## config.mk

```make
export PLATFORM = sky130hd
export DESIGN_NAME = wb_sequencer_flat
export DESIGN_NICKNAME = d
export VERILOG_FILES = /design/src/rtl/wb_sequencer_if.sv /design/src/rtl/wb_sequencer.sv /design/src/flat_wrapper.sv
export SDC_FILE = /design/constraint.sdc
export NUM_CORES = 1
export LEC_CHECK = 0
export BUFFER_PORTS_ARGS = -buffer_cell sky130_fd_sc_hd__buf_2
export CAP_MARGIN = 10
export CORE_ASPECT_RATIO = 2
export CORE_MARGIN = 3
export CORE_UTILIZATION = 55
export DETAILED_ROUTE_END_ITERATION = 8
export GPL_TIMING_DRIVEN = 0
export PLACE_DENSITY = 0.88
export SYNTH_ARGS = -nofsm -noshare
export SYNTH_HDL_FRONTEND = slang
export SYNTH_SLANG_ARGS = --single-unit
export TNS_END_PERCENT = 100
```

## constraint.sdc

```tcl
create_clock -name clk -period 6.5 [get_ports clk]
set_input_delay 1.3 -clock clk [delete_from_list [all_inputs] [get_ports clk]]
set_output_delay 1.3 -clock clk [all_outputs]
set_load 0.05 [all_outputs]
```

## src/rtl/wb_sequencer_if.sv

```systemverilog
// Write-back sequencer bus. It groups the request queue inputs, the per-source
// ready flags, and the MemtoReg / register-file outputs with their status flags.
//   master: request producer (control unit side); drives requests and src_ready
//   slave : the sequencer; drives wb_ready, mux select, write port and status
interface wb_sequencer_if #(
  parameter int unsigned DEPTH = 4
) ();
  localparam int unsigned CW = $clog2(DEPTH) + 1;

  logic          wb_valid;
  logic          wb_ready;
  logic [3:0]    wb_sel;
  logic [4:0]    wb_rd;
  logic [7:0]    src_ready;
  logic [3:0]    MemtoReg;
  logic [4:0]    WriteReg;
  logic          RegWrite;
  logic          illegal_sel;
  logic          timeout;
  logic          busy;
  logic [CW-1:0] count;

  modport master (
    output wb_valid, wb_sel, wb_rd, src_ready,
    input  wb_ready, MemtoReg, WriteReg, RegWrite, illegal_sel, timeout, busy, count
  );

  modport slave (
    input  wb_valid, wb_sel, wb_rd, src_ready,
    output wb_ready, MemtoReg, WriteReg, RegWrite, illegal_sel, timeout, busy, count
  );
endinterface

```

## src/rtl/wb_sequencer.sv

```systemverilog
// Register-file write-back sequencer. It queues {sel, rd} requests in a circular
// FIFO and pops one at a time. It drives MemtoReg/WriteReg one cycle before
// RegWrite so the write-back mux can settle, and it waits in SETUP for the
// selected source to report ready.
//   clk   : rising-edge clock
//   reset : asynchronous, active-low
//   bus   : wb_sequencer_if.slave (request handshake, src_ready, write port, status)
module wb_sequencer #(
  parameter int unsigned DEPTH    = 4,
  parameter int unsigned MAX_WAIT = 15
) (
  input  logic           clk,
  input  logic           reset,
  wb_sequencer_if.slave  bus
);
  localparam int unsigned AW = $clog2(DEPTH);
  localparam int unsigned CW = AW + 1;
  localparam int unsigned WW = (MAX_WAIT > 0) ? $clog2(MAX_WAIT + 1) : 1;

  localparam logic [1:0] S_IDLE  = 2'd0;
  localparam logic [1:0] S_SETUP = 2'd1;
  localparam logic [1:0] S_WRITE = 2'd2;

  logic [1:0]    state_q, state_d;
  logic [AW-1:0] wr_ptr_q, wr_ptr_d, rd_ptr_q, rd_ptr_d;
  logic [CW-1:0] count_q, count_d;
  logic [3:0]    cur_sel_q, cur_sel_d;
  logic [4:0]    cur_rd_q, cur_rd_d;
  logic [WW-1:0] wait_q, wait_d;
  logic [3:0]    memto_q, memto_d;
  logic [4:0]    write_reg_q, write_reg_d;
  logic          reg_write_q, reg_write_d;
  logic          illegal_q, illegal_d;
  logic          timeout_q, timeout_d;
  logic          wb_ready_q, wb_ready_d;
  logic          busy_q, busy_d;
  logic          push, pop;

  logic [3:0] sel_mem [DEPTH];
  logic [4:0] rd_mem  [DEPTH];

  // Payload storage; validity is tracked by the pointers and count, so it needs no reset.
  always_ff @(posedge clk) begin
    if (push) begin
      sel_mem[wr_ptr_q] <= bus.wb_sel;
      rd_mem[wr_ptr_q]  <= bus.wb_rd;
    end
  end

  // Next-state logic for the FSM, the FIFO pointers and the registered outputs.
  always_comb begin
    state_d     = state_q;
    wr_ptr_d    = wr_ptr_q;
    rd_ptr_d    = rd_ptr_q;
    count_d     = count_q;
    cur_sel_d   = cur_sel_q;
    cur_rd_d    = cur_rd_q;
    wait_d      = wait_q;
    memto_d     = memto_q;
    write_reg_d = write_reg_q;
    reg_write_d = 1'b0;
    illegal_d   = 1'b0;
    timeout_d   = 1'b0;
    push        = bus.wb_valid && wb_ready_q;
    pop         = 1'b0;

    case (state_q)
      S_IDLE: begin
        if (count_q != '0) begin
          pop         = 1'b1;
          cur_sel_d   = sel_mem[rd_ptr_q];
          cur_rd_d    = rd_mem[rd_ptr_q];
          memto_d     = sel_mem[rd_ptr_q];
          write_reg_d = rd_mem[rd_ptr_q];
          wait_d      = '0;
          state_d     = S_SETUP;
        end
      end
      S_SETUP: begin
        if (cur_sel_q >= 4'd12) begin
          illegal_d = 1'b1;
          state_d   = S_IDLE;
        end else if (cur_sel_q[3] || bus.src_ready[cur_sel_q[2:0]]) begin
          // Codes 8..11 are constants and always ready; $zero is never written.
          state_d     = S_WRITE;
          reg_write_d = (cur_rd_q != 5'd0);
        end else if (wait_q == WW'(MAX_WAIT)) begin
          timeout_d = 1'b1;
          state_d   = S_IDLE;
        end else begin
          wait_d = wait_q + WW'(1);
        end
      end
      S_WRITE: state_d = S_IDLE;
      default: state_d = S_IDLE;
    endcase

    if (push) wr_ptr_d = wr_ptr_q + AW'(1);
    if (pop)  rd_ptr_d = rd_ptr_q + AW'(1);
    case ({push, pop})
      2'b10:   count_d = count_q + CW'(1);
      2'b01:   count_d = count_q - CW'(1);
      default: count_d = count_q;
    endcase

    wb_ready_d = (count_d != CW'(DEPTH));
    busy_d     = (state_d != S_IDLE) || (count_d != '0);
  end

  always_ff @(posedge clk or negedge reset) begin
    if (!reset) begin
      state_q     <= S_IDLE;
      wr_ptr_q    <= '0;
      rd_ptr_q    <= '0;
      count_q     <= '0;
      cur_sel_q   <= '0;
      cur_rd_q    <= '0;
      wait_q      <= '0;
      memto_q     <= '0;
      write_reg_q <= '0;
      reg_write_q <= 1'b0;
      illegal_q   <= 1'b0;
      timeout_q   <= 1'b0;
      wb_ready_q  <= 1'b1;
      busy_q      <= 1'b0;
    end else begin
      state_q     <= state_d;
      wr_ptr_q    <= wr_ptr_d;
      rd_ptr_q    <= rd_ptr_d;
      count_q     <= count_d;
      cur_sel_q   <= cur_sel_d;
      cur_rd_q    <= cur_rd_d;
      wait_q      <= wait_d;
      memto_q     <= memto_d;
      write_reg_q <= write_reg_d;
      reg_write_q <= reg_write_d;
      illegal_q   <= illegal_d;
      timeout_q   <= timeout_d;
      wb_ready_q  <= wb_ready_d;
      busy_q      <= busy_d;
    end
  end

  assign bus.wb_ready    = wb_ready_q;
  assign bus.MemtoReg    = memto_q;
  assign bus.WriteReg    = write_reg_q;
  assign bus.RegWrite    = reg_write_q;
  assign bus.illegal_sel = illegal_q;
  assign bus.timeout     = timeout_q;
  assign bus.busy        = busy_q;
  assign bus.count       = count_q;
endmodule
```

## src/flat_wrapper.sv

```systemverilog
// flat-port wrapper written by rule: the top's interface ports become plain ports
module wb_sequencer_flat 
#(
  parameter int unsigned DEPTH    = 4,
  parameter int unsigned MAX_WAIT = 15
)
  (clk, reset, bus_wb_valid, bus_wb_sel, bus_wb_rd, bus_src_ready, bus_wb_ready, bus_MemtoReg, bus_WriteReg, bus_RegWrite, bus_illegal_sel, bus_timeout, bus_busy, bus_count);
  wb_sequencer_if #(.DEPTH(DEPTH)) bus_i ();
  input  logic clk;
  input  logic reset;
  input wire logic [$bits(bus_i.wb_valid)-1:0] bus_wb_valid;
  input wire logic [$bits(bus_i.wb_sel)-1:0] bus_wb_sel;
  input wire logic [$bits(bus_i.wb_rd)-1:0] bus_wb_rd;
  input wire logic [$bits(bus_i.src_ready)-1:0] bus_src_ready;
  output wire logic [$bits(bus_i.wb_ready)-1:0] bus_wb_ready;
  output wire logic [$bits(bus_i.MemtoReg)-1:0] bus_MemtoReg;
  output wire logic [$bits(bus_i.WriteReg)-1:0] bus_WriteReg;
  output wire logic [$bits(bus_i.RegWrite)-1:0] bus_RegWrite;
  output wire logic [$bits(bus_i.illegal_sel)-1:0] bus_illegal_sel;
  output wire logic [$bits(bus_i.timeout)-1:0] bus_timeout;
  output wire logic [$bits(bus_i.busy)-1:0] bus_busy;
  output wire logic [$bits(bus_i.count)-1:0] bus_count;
  assign bus_i.wb_valid = bus_wb_valid;
  assign bus_i.wb_sel = bus_wb_sel;
  assign bus_i.wb_rd = bus_wb_rd;
  assign bus_i.src_ready = bus_src_ready;
  assign bus_wb_ready = bus_i.wb_ready;
  assign bus_MemtoReg = bus_i.MemtoReg;
  assign bus_WriteReg = bus_i.WriteReg;
  assign bus_RegWrite = bus_i.RegWrite;
  assign bus_illegal_sel = bus_i.illegal_sel;
  assign bus_timeout = bus_i.timeout;
  assign bus_busy = bus_i.busy;
  assign bus_count = bus_i.count;
  wb_sequencer #(.DEPTH(DEPTH), .MAX_WAIT(MAX_WAIT)) u_core (.clk(clk), .reset(reset), .bus(bus_i));
endmodule
```

==> qor_table.md, run 1 <==
| Parameter | Reported |
| --- | --- |
| Outcome | complete, no violations |
| First-pass GRT wire length | 7410 um |
| All-layer global routing usage | 0.190 |
| Tightest Hold Check Type | reg -> reg |
| Share of final-layout standard cells stronger than drive strength 1 | 0.404 |
| Cell Area, Placed | 0.00289 mm2 |
| Worst-path cell chain | nor3_1 -> or3_1 -> buf_2 -> inv_2 -> buf_4 -> ha_1 -> fa_1 -> nor2_1 -> a22o_1 -> nand2_1 -> nand4bb_1 |
| Cell type with the highest aggregate area in the netlist | sky130_fd_sc_hd__edfxtp_1 |
| Capturing element type of the critical path | register |
| Final clock skew | 0.00520 ns |
| Reg-to-reg slack, setup | 3.86 ns |
| Total power consumption of the routed design | 1.65 mW |
| Hold bufs inserted after CTS | 0 |
| Worst supply voltage drop on vdd | 0.316 mV |
| Seq/Total Area, Yosys | 0.665 |
| Die height | 104 um |
| Final non-filler cell total | 263 |
| Cell at the root of the clock tree | sky130_fd_sc_hd__clkbuf_8 |
| EDFF count, synth | 36 |
| Residual overflow from global routing | 0 |
| Fin crit period | 2.64 ns |
| Yosys warning count | 0 |
| Area share of the largest cell type after synthesis | 0.409 |
| Worst Max-Slew Pin Slew | 0.607 ns |
| TritonCTS clock tree | done |
| Cell count after synthesis | 156 |
| Internal power | 1.00 mW |
| Post-Syn Area | 0.00265 mm2 |
| Fraction of the cycle the final worst path needs | 0.406 |
| Die X-Extent | 55.0 um |
| Cell types with the largest area share after synthesis | sky130_fd_sc_hd__edfxtp_1 41%, sky130_fd_sc_hd__dfrtp_1 25%, sky130_fd_sc_hd__mux4_2 7.7% |
| Final-stage net count | 230 |
| Switching share of power | 0.395 |
| Number of antenna cells inserted | 0 |
| Power share of the clock group | 0.192 |
| Hold Vio Cnt, Final | 0 |
| Count leader, synth | sky130_fd_sc_hd__edfxtp_1 |
| Data required time of the critical path | 6.71 ns |
| Placed cell count | 247 |
| Final weighted congestion in routability-driven placement | 0.705 |
| Insertion delay of the later-clocked pin in the worst-skew pair | 0.34 ns |
| Reg power frac | 0.380 |
| Dominant register cell in the synthesized netlist | sky130_fd_sc_hd__edfxtp_1 |
| Crit path buf inv count | 3 |
| Clock transition at the registers of the reported paths | 0.07 ns |
| Max-cap violation count | 0 |
| Total vias in the final route | 1458 |
| Proportion of register bits with asynchronous set or reset after synthesis | 0.429 |
| Vias per Instance | 5.54 |
| Worst-case headroom to the max-slew limit | 0.596 |
| Initial antenna violation count | 0 |
| Area growth syn-to-layout | 16.5% |
| TritonCTS Buffers | 9 |
| Area of the die | 0.00573 mm2 |
| RSZ-0062 raised after global routing | no |
| P_leak | 1.27 nW |
| Switching component of the power | 0.653 mW |
| Largest net degree at the start of global routing | 28 |
| Number of global-route vias before repair | 1597 |
| Input/output buffers | 36 |
| Max stage delay on crit path | 0.48 ns |
| Per-cell routed wire length | 17.4 um |
| Number of nets with antenna violations after detailed routing | 0 |
| CTS resizes | 0 |
| DR iter-0 viols | 31 |
| Net count after synthesis | 183 |
| Largest fanout on the critical path | 10 |
| CORE AREA | 0.00464 mm2 |
| Worst path arrival time | 2.85 ns |
| Num ports | 37 |
| Setup Total Neg Slack | 0 ns |
| Core Rows | 35 |
| Worst slack on hold paths | 0.535 ns |
| Number of H-tree levels | 3 |
| CP Launch Type | register |
| Max clock buf depth | 2 |
| Clock sink count | 63 |
| Fin area | 0.00308 mm2 |
| Post-Syn Area per Cell | 17.0 um2 |
| Effective utilization at floorplan | 0.570 |
| Detailed Route WL | 4570 um |
| Slowest cell on the critical path | sky130_fd_sc_hd__dfrtp_1 |
| Type of the setup path with the least slack | reg -> reg |
| Number of remaining DRC errors | 0 |
| Detailed-routing iteration count for the pre-antenna-repair pass | 4 |
| Half-perimeter wire length after placement | 3400 um |
| FF+latch count, synth | 63 |
| Power per cell area | 536 mW/mm2 |
| Layout filler cell count | 357 |
| Cell class contributing the biggest share of worst-path delay | simple AND/OR/NAND/NOR gates |
| Distinct cell type count after synthesis | 36 |
| Achievable Freq | 0.379 GHz |
| Commonest cells in the netlist | 36 x sky130_fd_sc_hd__edfxtp_1, 26 x sky130_fd_sc_hd__dfrtp_1, 14 x sky130_fd_sc_hd__mux2_2 |
| Gate power share | 0.428 |
| Max-slew violation count | 0 |
| Setup violations, final | 0 |
| Post-CTS setup-driven buffer insertion count | 0 |
## cell type report
| cell class | count | area [um2] | area share |
|---|---|---|---|
| buffer | 4 | 21.3 | 0.00690 |
| timing repair buffer | 36 | 180 | 0.0585 |
| clock inverter | 7 | 63.8 | 0.0207 |
| clock buffer | 9 | 124 | 0.0402 |
| tap | 55 | 68.8 | 0.0223 |
| multi-input combinational | 84 | 847 | 0.275 |
| inverter | 5 | 18.8 | 0.00609 |
| sequential | 63 | 1760 | 0.570 |
## per-layer routing
layer | vias to the layer above | wire, um | global-route usage
met3 | 10 | 198 | 0.0344
met1 | 727 | 1640 | 0.207
met2 | 44 | 2590 | 0.314
met5 | - | 0 | 0
li1 | 677 | - | -
met4 | 0 | 142 | 0.125
## flip-flops by register name (all words and copies together) (netlist names), 2 cells and up
register and flops:
u_core.rd_mem 20, u_core.sel_mem 16, u_core.cur_rd_q 5, u_core.cur_sel_q 4, u_core.wait_q 4, u_core.bus.count 3
u_core.rd_ptr_q 2, u_core.state_q 2, u_core.wr_ptr_q 2
## through the flow
step	util	setup slack [ns]
after floorplan	-	3.79
after global placement	0.623	3.64
after detailed placement	0.623	3.57
after CTS	0.664	3.83
after global routing	0.664	3.65
final	0.664	3.86
## power groups by stage
stage | Sequential [mW] | Combinational, mW | Clock [mW]
floorplan | 0.781 | 0.398 | 0
global placement | 0.629 | 0.695 | 0
detailed placement | 0.637 | 0.719 | 0
CTS | 0.629 | 0.720 | 0.325
global route | 0.642 | 0.769 | 0.344
finish | 0.628 | 0.708 | 0.317
## worst register-to-register path: cells and delay by family (launching register included)
family                     cells  cell delay [ns]
DFF                            1             0.48
buffers and inverters          3             0.46
AOI/OAI and AO/OA              1             0.15
and+or+nand+nor                5             0.75
adders and majority gates      2             0.69
## cell families (layout without fill, tap and decap cells)
logic type                 count (synthesis)  in the layout  synth area share
xor gates and xnor gates                   6              6            0.0199
muxes                                     27             27             0.153
buffers and inverters                      9             61            0.0151
DFF                                       63             63             0.665
AOI/OAI and AO/OA                          7              7            0.0336
and+or+nand+nor                           37             37            0.0776
adders and majority gates                  7              7            0.0360
## path summary, 6_finish.rpt
| path | from | end | depth (start not counted) |
|---|---|---|---|
| worst max-delay path | u_core.bus.count[0] | u_core.bus.busy | 11 |
| worst min-delay path | u_core.wait_q[2] | u_core.wait_q[2] | 1 |
| worst max register to register | u_core.bus.count[0] | u_core.bus.busy | 11 |
| worst min register to register | u_core.wait_q[2] | u_core.wait_q[2] | 1 |
| max in group asynchronous | reset | u_core.cur_rd_q[2] | 1 |
| min in group asynchronous | reset | u_core.bus.count[0] | 1 |
## layout by cell type, fill, tap and decap left out, types with 4 or more instances in the layout
cell type,n
sky130_fd_sc_hd__edfxtp_1,36
sky130_fd_sc_hd__mux4_2,9
sky130_fd_sc_hd__dfrtp_1,26
sky130_fd_sc_hd__inv_1,4
sky130_fd_sc_hd__buf_2,38
sky130_fd_sc_hd__ha_1,6
sky130_fd_sc_hd__mux2_2,14
sky130_fd_sc_hd__nor2_1,5
sky130_fd_sc_hd__and3_1,5
sky130_fd_sc_hd__clkbuf_8,9
sky130_fd_sc_hd__nand2_1,10
sky130_fd_sc_hd__xnor2_1,5
(Power assumes the default switching activity.)
==> inputs of run 2 (changes only) <==
--- a/config.mk
+++ b/config.mk
@@ -9,10 +9,10 @@
 export CAP_MARGIN = 10
 export CORE_ASPECT_RATIO = 2
 export CORE_MARGIN = 3
-export CORE_UTILIZATION = 55
+export CORE_UTILIZATION = 51
 export DETAILED_ROUTE_END_ITERATION = 8
 export GPL_TIMING_DRIVEN = 0
-export PLACE_DENSITY = 0.88
+export PLACE_DENSITY = 0.86
 export SYNTH_ARGS = -nofsm -noshare
 export SYNTH_HDL_FRONTEND = slang
 export SYNTH_SLANG_ARGS = --single-unit
==> constraint.sdc (replaced) <==
create_clock -name clk -period 2.34 [get_ports clk]
set_input_delay 0.468 -clock clk [delete_from_list [all_inputs] [get_ports clk]]
set_output_delay 0.468 -clock clk [all_outputs]
set_load 0.05 [all_outputs]
==> run 2 against run 1 <==
Against the previous run:
- register-to-register slack got worse by 3.7 ns
- critical path type unchanged
- via count is 1.8% higher
- sequential power rose to 2.7 times the previous value
- die area grew 7.2%
- sequential share of layout area is 2.2 points lower
==> qor_table.md, run 2 (synthesized netlist as in run 1, its figures left out) <==
| Parameter | Reported | Delta |
| --- | --- | --- |
| Data required time of the critical path | 2.62 ns | was 6.71 ns |
| Cell at the root of the clock tree | sky130_fd_sc_hd__clkbuf_8 | unchanged |
| CP Launch Type | register | unchanged |
| Reg-to-reg slack, setup | 0.13 ns | was 3.86 ns |
| Total vias in the final route | 1484 | was 1458 |
| Final weighted congestion in routability-driven placement | 0.736 | was 0.705 |
| Cell class contributing the biggest share of worst-path delay | simple AND/OR/NAND/NOR gates | unchanged |
| Outcome | complete, no violations | unchanged |
| Power per cell area | 1540 mW/mm2 | was 536 mW/mm2 |
| Worst r2r dst | u_core.bus.busy | unchanged |
| Die X-Extent | 56.9 um | was 55.0 um |
| Internal power | 3.06 mW | was 1.00 mW |
| Depth of the most critical reg-to-reg path | 10 | was 11 |
| Max stage delay on crit path | 0.43 ns | was 0.48 ns |
| Power share of the clock group | 0.207 | was 0.192 |
| Switching component of the power | 1.89 mW | was 0.653 mW |
| Most frequent cells in the layout | 37 x sky130_fd_sc_hd__buf_2, 36 x sky130_fd_sc_hd__edfxtp_1, 23 x sky130_fd_sc_hd__dfrtp_1, 14 x sky130_fd_sc_hd__mux2_2, 10 x sky130_fd_sc_hd__nand2_1 | was 38 x sky130_fd_sc_hd__buf_2, 36 x sky130_fd_sc_hd__edfxtp_1, 26 x sky130_fd_sc_hd__dfrtp_1, 14 x sky130_fd_sc_hd__mux2_2, 10 x sky130_fd_sc_hd__nand2_1 |
| Input/output buffers | 36 | unchanged |
| Hold bufs inserted after CTS | 0 | unchanged |
| Worst R2R Start | u_core.bus.count[2] | was u_core.bus.count[0] |
| Effective utilization at floorplan | 0.534 | was 0.570 |
| Most common cell after layout, fill and taps aside | sky130_fd_sc_hd__buf_2 | unchanged |
| Placed cell count | 249 | was 247 |
| Total power consumption of the routed design | 4.95 mW | was 1.65 mW |
| P_leak | 1.32 nW | was 1.27 nW |
| Crit path buf inv count | 2 | was 3 |
| Achievable Freq | 0.452 GHz | was 0.379 GHz |
| Hold Vio Cnt, Final | 0 | unchanged |
| Worst-path cell chain | nor3_2 -> or3_1 -> buf_6 -> clkinv_8 -> ha_4 -> fa_2 -> xnor2_1 -> nor2_1 -> xor2_1 -> nand4bb_1 | was nor3_1 -> or3_1 -> buf_2 -> inv_2 -> buf_4 -> ha_1 -> fa_1 -> nor2_1 -> a22o_1 -> nand2_1 -> nand4bb_1 |
| End-of-flow core utilization | 0.648 | was 0.664 |
| Setup violations, final | 0 | unchanged |
| Final-stage net count | 237 | was 230 |
| First-pass GRT wire length | 7480 um | was 7410 um |
| Number of nets with antenna violations after detailed routing | 0 | unchanged |
| Share of final-layout standard cells stronger than drive strength 1 | 0.451 | was 0.404 |
| Flip-flop count of the largest register after layout | 20 | unchanged |
| CORE AREA | 0.00495 mm2 | was 0.00464 mm2 |
| Insertion delay of the later-clocked pin in the worst-skew pair | 0.34 ns | about the same |
| Largest net degree at the start of global routing | 28 | unchanged |
| Reg power frac | 0.348 | was 0.380 |
| Per-cell routed wire length | 16.7 um | was 17.4 um |
| Number of H-tree levels | 3 | unchanged |
| Tightest Hold Check Type | in -> async | was reg -> reg |
| Max-cap violation count | 0 | unchanged |
| Fin crit period | 2.21 ns | was 2.64 ns |
| Slowest cell on the critical path | sky130_fd_sc_hd__dfrtp_2 | was sky130_fd_sc_hd__dfrtp_1 |
| RSZ-0062 raised after global routing | no | unchanged |
| TritonCTS clock tree | done | unchanged |
| Area of the die | 0.00614 mm2 | was 0.00573 mm2 |
| Number of antenna cells inserted | 0 | unchanged |
| Num ports | 37 | unchanged |
| TritonCTS Buffers | 9 | unchanged |
| Switching share of power | 0.381 | was 0.395 |
| Final non-filler cell total | 272 | was 263 |
| Biggest regs | u_core.rd_mem x20, u_core.sel_mem x16, u_core.cur_rd_q x5 | unchanged |
| Residual overflow from global routing | 0 | unchanged |
| Core Rows | 36 | was 35 |
| Max clock buf depth | 2 | unchanged |
| Max-slew violation count | 0 | unchanged |
| Die height | 108 um | was 104 um |
| DR iter-0 viols | 46 | was 31 |
| Top reg by flops | u_core.rd_mem | unchanged |
| Fraction of the cycle the final worst path needs | 0.945 | was 0.406 |
| Gate power share | 0.444 | was 0.428 |
| Detailed-routing iteration count for the pre-antenna-repair pass | 4 | unchanged |
| Largest fanout on the critical path | 5 | was 10 |
| Worst-case headroom to the max-slew limit | 0.604 | was 0.596 |
| Type of the setup path with the least slack | reg -> reg | unchanged |
| Capturing element type of the critical path | register | unchanged |
| Initial antenna violation count | 0 | unchanged |
| Clock transition at the registers of the reported paths | 0.07 ns | about the same |
| Vias per Instance | 5.46 | was 5.54 |
| Detailed Route WL | 4550 um | was 4570 um |
| Area growth syn-to-layout | 21.5% | was 16.5% |
| Worst Max-Slew Pin Slew | 0.594 ns | was 0.607 ns |
| Clock sink count | 63 | unchanged |
| Number of remaining DRC errors | 0 | unchanged |
| Half-perimeter wire length after placement | 3180 um | was 3400 um |
| Worst path arrival time | 2.49 ns | was 2.85 ns |
| Number of global-route vias before repair | 1589 | was 1597 |
| Final clock skew | 0.00439 ns | was 0.00520 ns |
| All-layer global routing usage | 0.167 | was 0.190 |
| Worst supply voltage drop on vdd | 1.31 mV | was 0.316 mV |
==> run 2: cell types whose count changed in the layout (fill, tap and decap cells not counted), moves of 3 or more <==
cell,change
sky130_fd_sc_hd__clkinv_4,+3
sky130_fd_sc_hd__dfrtp_2,+3
sky130_fd_sc_hd__dfrtp_1,-3
sky130_fd_sc_hd__clkinv_2,-3
sky130_fd_sc_hd__buf_4,+7
==> run 2: power by group through the flow <==
stage	registers, mW	clock network (mW)	logic [mW]
floorplan	2.17	0	1.17
global placement	1.74	0	1.99
detailed placement	1.76	0	2.04
CTS	1.73	1.05	2.12
global route	1.76	1.11	2.38
finish	1.72	1.03	2.20
==> run 2: metal layers <==
metal | vias up | global-route usage | part of all wire
li1 | 694 | - | -
met1 | 741 | 0.175 | 0.38
met2 | 37 | 0.286 | 0.54
met3 | 12 | 0.0576 | 0.051
met4 | 0 | 0.0879 | 0.025
met5 | - | 0 | 0
==> run 2: through the flow <==
stage                     TNS [ns]  cell area [um2]  hold WS, ns  setup slack [ns]
after floorplan            -0.0318             2670        0.172           -0.0318
after global placement     -0.0720             2930        0.496           -0.0720
after detailed placement    -0.177             2930        0.507            -0.122
after CTS                        0             3170        0.128            0.0346
after global routing             0             3210        0.161           0.00989
final                            0             3210        0.118             0.128
==> run 2: area by class of cell <==
cell class / count / area [um2]
repair buffers: 44 / 240
fillers: 367 / 1740
well taps: 57 / 71.3
plain buffers: 3 / 20.0
multi-input cells: 84 / 867
clock buffers: 9 / 124
clock inverters: 7 / 97.6
flip-flops and latches: 63 / 1760
inverters: 5 / 31.3
==> run 2: timing repair <==
action                                  in CTS  in global routing
endpoints found under the setup margin       2                  2
buffers inserted                             3                  5
pin swaps                                    4                  4
gates resized for setup                      2                  3
==> run 2: worst max-delay path by stage <==
stage                            to  slack [ns]  depth (start not counted)                 from
detailed placement  u_core.bus.busy       -0.12                         11  u_core.bus.count[1]
CTS                 u_core.bus.busy        0.03                          9    u_core.state_q[0]
global route        u_core.bus.busy        0.01                         10  u_core.bus.count[2]
finish              u_core.bus.busy        0.13                         10  u_core.bus.count[2]
floorplan           u_core.bus.busy       -0.03                         11  u_core.bus.count[1]
global placement    u_core.bus.busy       -0.07                         11  u_core.bus.count[1]
==> run 2: worst register-to-register path, delay by kind of cell (launching register included) <==
kind,cells,cell delay (ns)
simple gates,4,0.59
fa+ha+maj,2,0.55
flops,1,0.43
xor+xnor,2,0.38
buf+inv,2,0.21
==> inputs of run 3 (changes only) <==
--- a/config.mk
+++ b/config.mk
@@ -9,10 +9,10 @@
 export CAP_MARGIN = 10
 export CORE_ASPECT_RATIO = 2
 export CORE_MARGIN = 3
-export CORE_UTILIZATION = 51
+export CORE_UTILIZATION = 56
 export DETAILED_ROUTE_END_ITERATION = 8
 export GPL_TIMING_DRIVEN = 0
-export PLACE_DENSITY = 0.86
+export PLACE_DENSITY = 0.89
 export SYNTH_ARGS = -nofsm -noshare
 export SYNTH_HDL_FRONTEND = slang
 export SYNTH_SLANG_ARGS = --single-unit
==> constraint.sdc (replaced) <==
create_clock -name clk -period 2.2 [get_ports clk]
set_input_delay 0.44 -clock clk [delete_from_list [all_inputs] [get_ports clk]]
set_output_delay 0.44 -clock clk [all_outputs]
set_load 0.05 [all_outputs]
==> run 3 against run 2 <==
Against the previous run:
- worst setup slack lost 0.083 ns
- worst hold slack is essentially flat
- wire length shrank 0.68%
- total power grew 1.1%
- sequential cell count is the same
- clock power shrank 18%
- non-clock buffer count shrank 2
- critical endpoint unchanged
- largest cell class unchanged
- largest power group unchanged
==> qor_table.md, run 3 (synthesized netlist as in run 1, its figures left out) <==
| Parameter | Reported | Delta |
| --- | --- | --- |
| Half-perimeter wire length after placement | 3180 um | about the same |
| Most common cell after layout, fill and taps aside | sky130_fd_sc_hd__buf_2 | unchanged |
| Final clock skew | 0.00958 ns | was 0.00439 ns |
| Detailed-routing iteration count for the pre-antenna-repair pass | 6 | was 4 |
| Number of remaining DRC errors | 0 | unchanged |
| Initial antenna violation count | 0 | unchanged |
| Number of antenna cells inserted | 0 | unchanged |
| Area of the die | 0.00563 mm2 | was 0.00614 mm2 |
| Area growth syn-to-layout | 18.8% | was 21.5% |
| First-pass GRT wire length | 7210 um | was 7480 um |
| Max clock buf depth | 2 | unchanged |
| Setup violations, final | 0 | unchanged |
| P_leak | 1.28 nW | was 1.32 nW |
| Share of final-layout standard cells stronger than drive strength 1 | 0.455 | was 0.451 |
| TritonCTS clock tree | done | unchanged |
| Largest net degree at the start of global routing | 28 | unchanged |
| Clock transition at the registers of the reported paths | 0.07 ns | about the same |
| Worst R2R Start | u_core.state_q[0] | was u_core.bus.count[2] |
| CP Launch Type | register | unchanged |
| Number of nets with antenna violations after detailed routing | 0 | unchanged |
| Capturing element type of the critical path | register | unchanged |
| Vias per Instance | 5.53 | was 5.46 |
| Depth of the most critical reg-to-reg path | 9 | was 10 |
| Die X-Extent | 54.6 um | was 56.9 um |
| Reg-to-reg slack, setup | 0.05 ns | was 0.13 ns |
| Total vias in the final route | 1476 | was 1484 |
| CORE AREA | 0.00447 mm2 | was 0.00495 mm2 |
| Die height | 103 um | was 108 um |
| Achievable Freq | 0.464 GHz | was 0.452 GHz |
| RSZ-0062 raised after global routing | yes | was no |
| Worst-case headroom to the max-slew limit | 0.586 | was 0.604 |
| Fin crit period | 2.15 ns | was 2.21 ns |
| Combined area of the multi-input logic cells | 870 um2 | was 867 um2 |
| Clock sink count | 63 | unchanged |
| TritonCTS Buffers | 9 | unchanged |
| Flip-flop count of the largest register after layout | 20 | unchanged |
| Worst supply voltage drop on vdd | 0.837 mV | was 1.31 mV |
| Data required time of the critical path | 2.41 ns | was 2.62 ns |
| Hold Vio Cnt, Final | 0 | unchanged |
| Worst Max-Slew Pin Slew | 0.621 ns | was 0.594 ns |
| Max-slew violation count | 0 | unchanged |
| Outcome | complete, no violations | unchanged |
| Biggest regs | u_core.rd_mem x20, u_core.sel_mem x16, u_core.cur_rd_q x5 | unchanged |
| Max stage delay on crit path | 0.45 ns | was 0.43 ns |
| Number of H-tree levels | 3 | unchanged |
| Final-stage net count | 235 | was 237 |
| Number of global-route vias before repair | 1532 | was 1589 |
| Total power consumption of the routed design | 5.00 mW | was 4.95 mW |
| Worst path arrival time | 2.36 ns | was 2.49 ns |
| Per-cell routed wire length | 16.9 um | was 16.7 um |
| Slowest cell on the critical path | sky130_fd_sc_hd__fa_2 | was sky130_fd_sc_hd__dfrtp_2 |
| Power per cell area | 1590 mW/mm2 | was 1540 mW/mm2 |
| Detailed Route WL | 4520 um | was 4550 um |
| Layout filler cell count | 312 | was 367 |
| Final weighted congestion in routability-driven placement | 0.736 | about the same |
| Type of the setup path with the least slack | reg -> reg | unchanged |
| Cell Area, Placed | 0.00292 mm2 | was 0.00293 mm2 |
| Input/output buffers | 36 | unchanged |
| Worst-path cell chain | or3_1 -> buf_6 -> inv_8 -> ha_4 -> fa_2 -> nor2_2 -> a22o_1 -> nand2_1 -> nand4bb_1 | was nor3_2 -> or3_1 -> buf_6 -> clkinv_8 -> ha_4 -> fa_2 -> xnor2_1 -> nor2_1 -> xor2_1 -> nand4bb_1 |
| Top reg by flops | u_core.rd_mem | unchanged |
| Effective utilization at floorplan | 0.592 | was 0.534 |
| Tightest Hold Check Type | in -> async | unchanged |
| Insertion delay of the later-clocked pin in the worst-skew pair | 0.33 ns | was 0.34 ns |
| Cell at the root of the clock tree | sky130_fd_sc_hd__clkbuf_8 | unchanged |
| Num ports | 37 | unchanged |
| Most frequent cells in the layout | 37 x sky130_fd_sc_hd__buf_2, 36 x sky130_fd_sc_hd__edfxtp_1, 23 x sky130_fd_sc_hd__dfrtp_1, 14 x sky130_fd_sc_hd__mux2_2, 10 x sky130_fd_sc_hd__nand2_1 | unchanged |
| Core Rows | 34 | was 36 |
| Largest fanout on the critical path | 3 | was 5 |
| Residual overflow from global routing | 0 | unchanged |
| Footprint of the flip-flops and latches | 0.00176 mm2 | unchanged |
| Max-cap violation count | 0 | unchanged |
| DR iter-0 viols | 18 | was 46 |
| Fraction of the cycle the final worst path needs | 0.979 | was 0.945 |
| All-layer global routing usage | 0.190 | was 0.167 |
| Worst r2r dst | u_core.bus.busy | unchanged |
| Fin area | 0.00314 mm2 | was 0.00321 mm2 |
run 3: cell count changes in the layout (fill, tap and decap cells not counted), sizes merged:
cell | before | now
clkinv | 5 | 2
bufinv | 2 | 0
buf | 47 | 45
inv | 4 | 6
clkinvlp | 1 | 4
run 3: layer usage:
| layer | global-route usage | vias up | routed length, um |
|---|---|---|---|
| met2 | 0.314 | 38 | 2570 |
| li1 | - | 691 | - |
| met1 | 0.214 | 737 | 1630 |
| met5 | 0 | - | 0 |
| met4 | 0.102 | 0 | 113 |
| met3 | 0.0516 | 10 | 204 |
run 3: worst max-delay path by stage:
stage	from	endpoint	slack, ns	cells after the start
2_1_floorplan	u_core.bus.count[1]	u_core.bus.busy	-0.17	11
3_3_place_gp	u_core.bus.count[1]	u_core.bus.busy	-0.15	11
3_5_place_dp	u_core.bus.count[1]	u_core.bus.busy	-0.23	11
4_1_cts	u_core.state_q[0]	u_core.bus.busy	0.06	9
5_1_grt	u_core.state_q[0]	u_core.bus.busy	-0.05	9
6_report	u_core.state_q[0]	u_core.bus.busy	0.05	9
run 3: power breakdown:
group	switching (mW)	internal, mW
Combinational	1.36	0.972
Clock	0.439	0.406
Sequential	0.210	1.62
run 3: area by class of cell:
cell class	count	share of cell area
Buffer	3	0.00637
Sequential cell	63	0.561
Timing Repair Buffer	42	0.0717
Clock buffer	9	0.0394
Inverter	5	0.00836
Tap cell	54	0.0215
Clock inverter	7	0.0155
Multi-Input combinational cell	84	0.277
run 3: what timing repair did:
item / in CTS / in global routing
cloned: 0 / 0
hold buffers: 0 / 0
setup endpoints to repair: 3 / 3
resized for setup: 3 / 2
pin swaps: 5 / 4
setup buffers: 6 / 0
run 3: worst max-delay path: cells and delay by family (launching register included):
kind	cells	cell delay, ns
AO/OA/AOI/OAI	1	0.14
adder cells (fa/ha/maj)	2	0.58
buffers and inverters	2	0.19
flip-flops	1	0.39
AND/OR/NAND/NOR	4	0.71
run 3: per-stage QoR:
stage               setup slack, ns  utilization  hold slack (ns)  setup TNS, ns  std cells
global placement             -0.154        0.654            0.475         -0.277        246
global route                -0.0527        0.704            0.142        -0.0527        267
detailed placement           -0.228        0.654            0.483         -0.505        246
CTS                          0.0585        0.702            0.119              0        267
floorplan                    -0.172            -            0.144         -0.252        156
finish                       0.0456        0.704            0.118              0        267
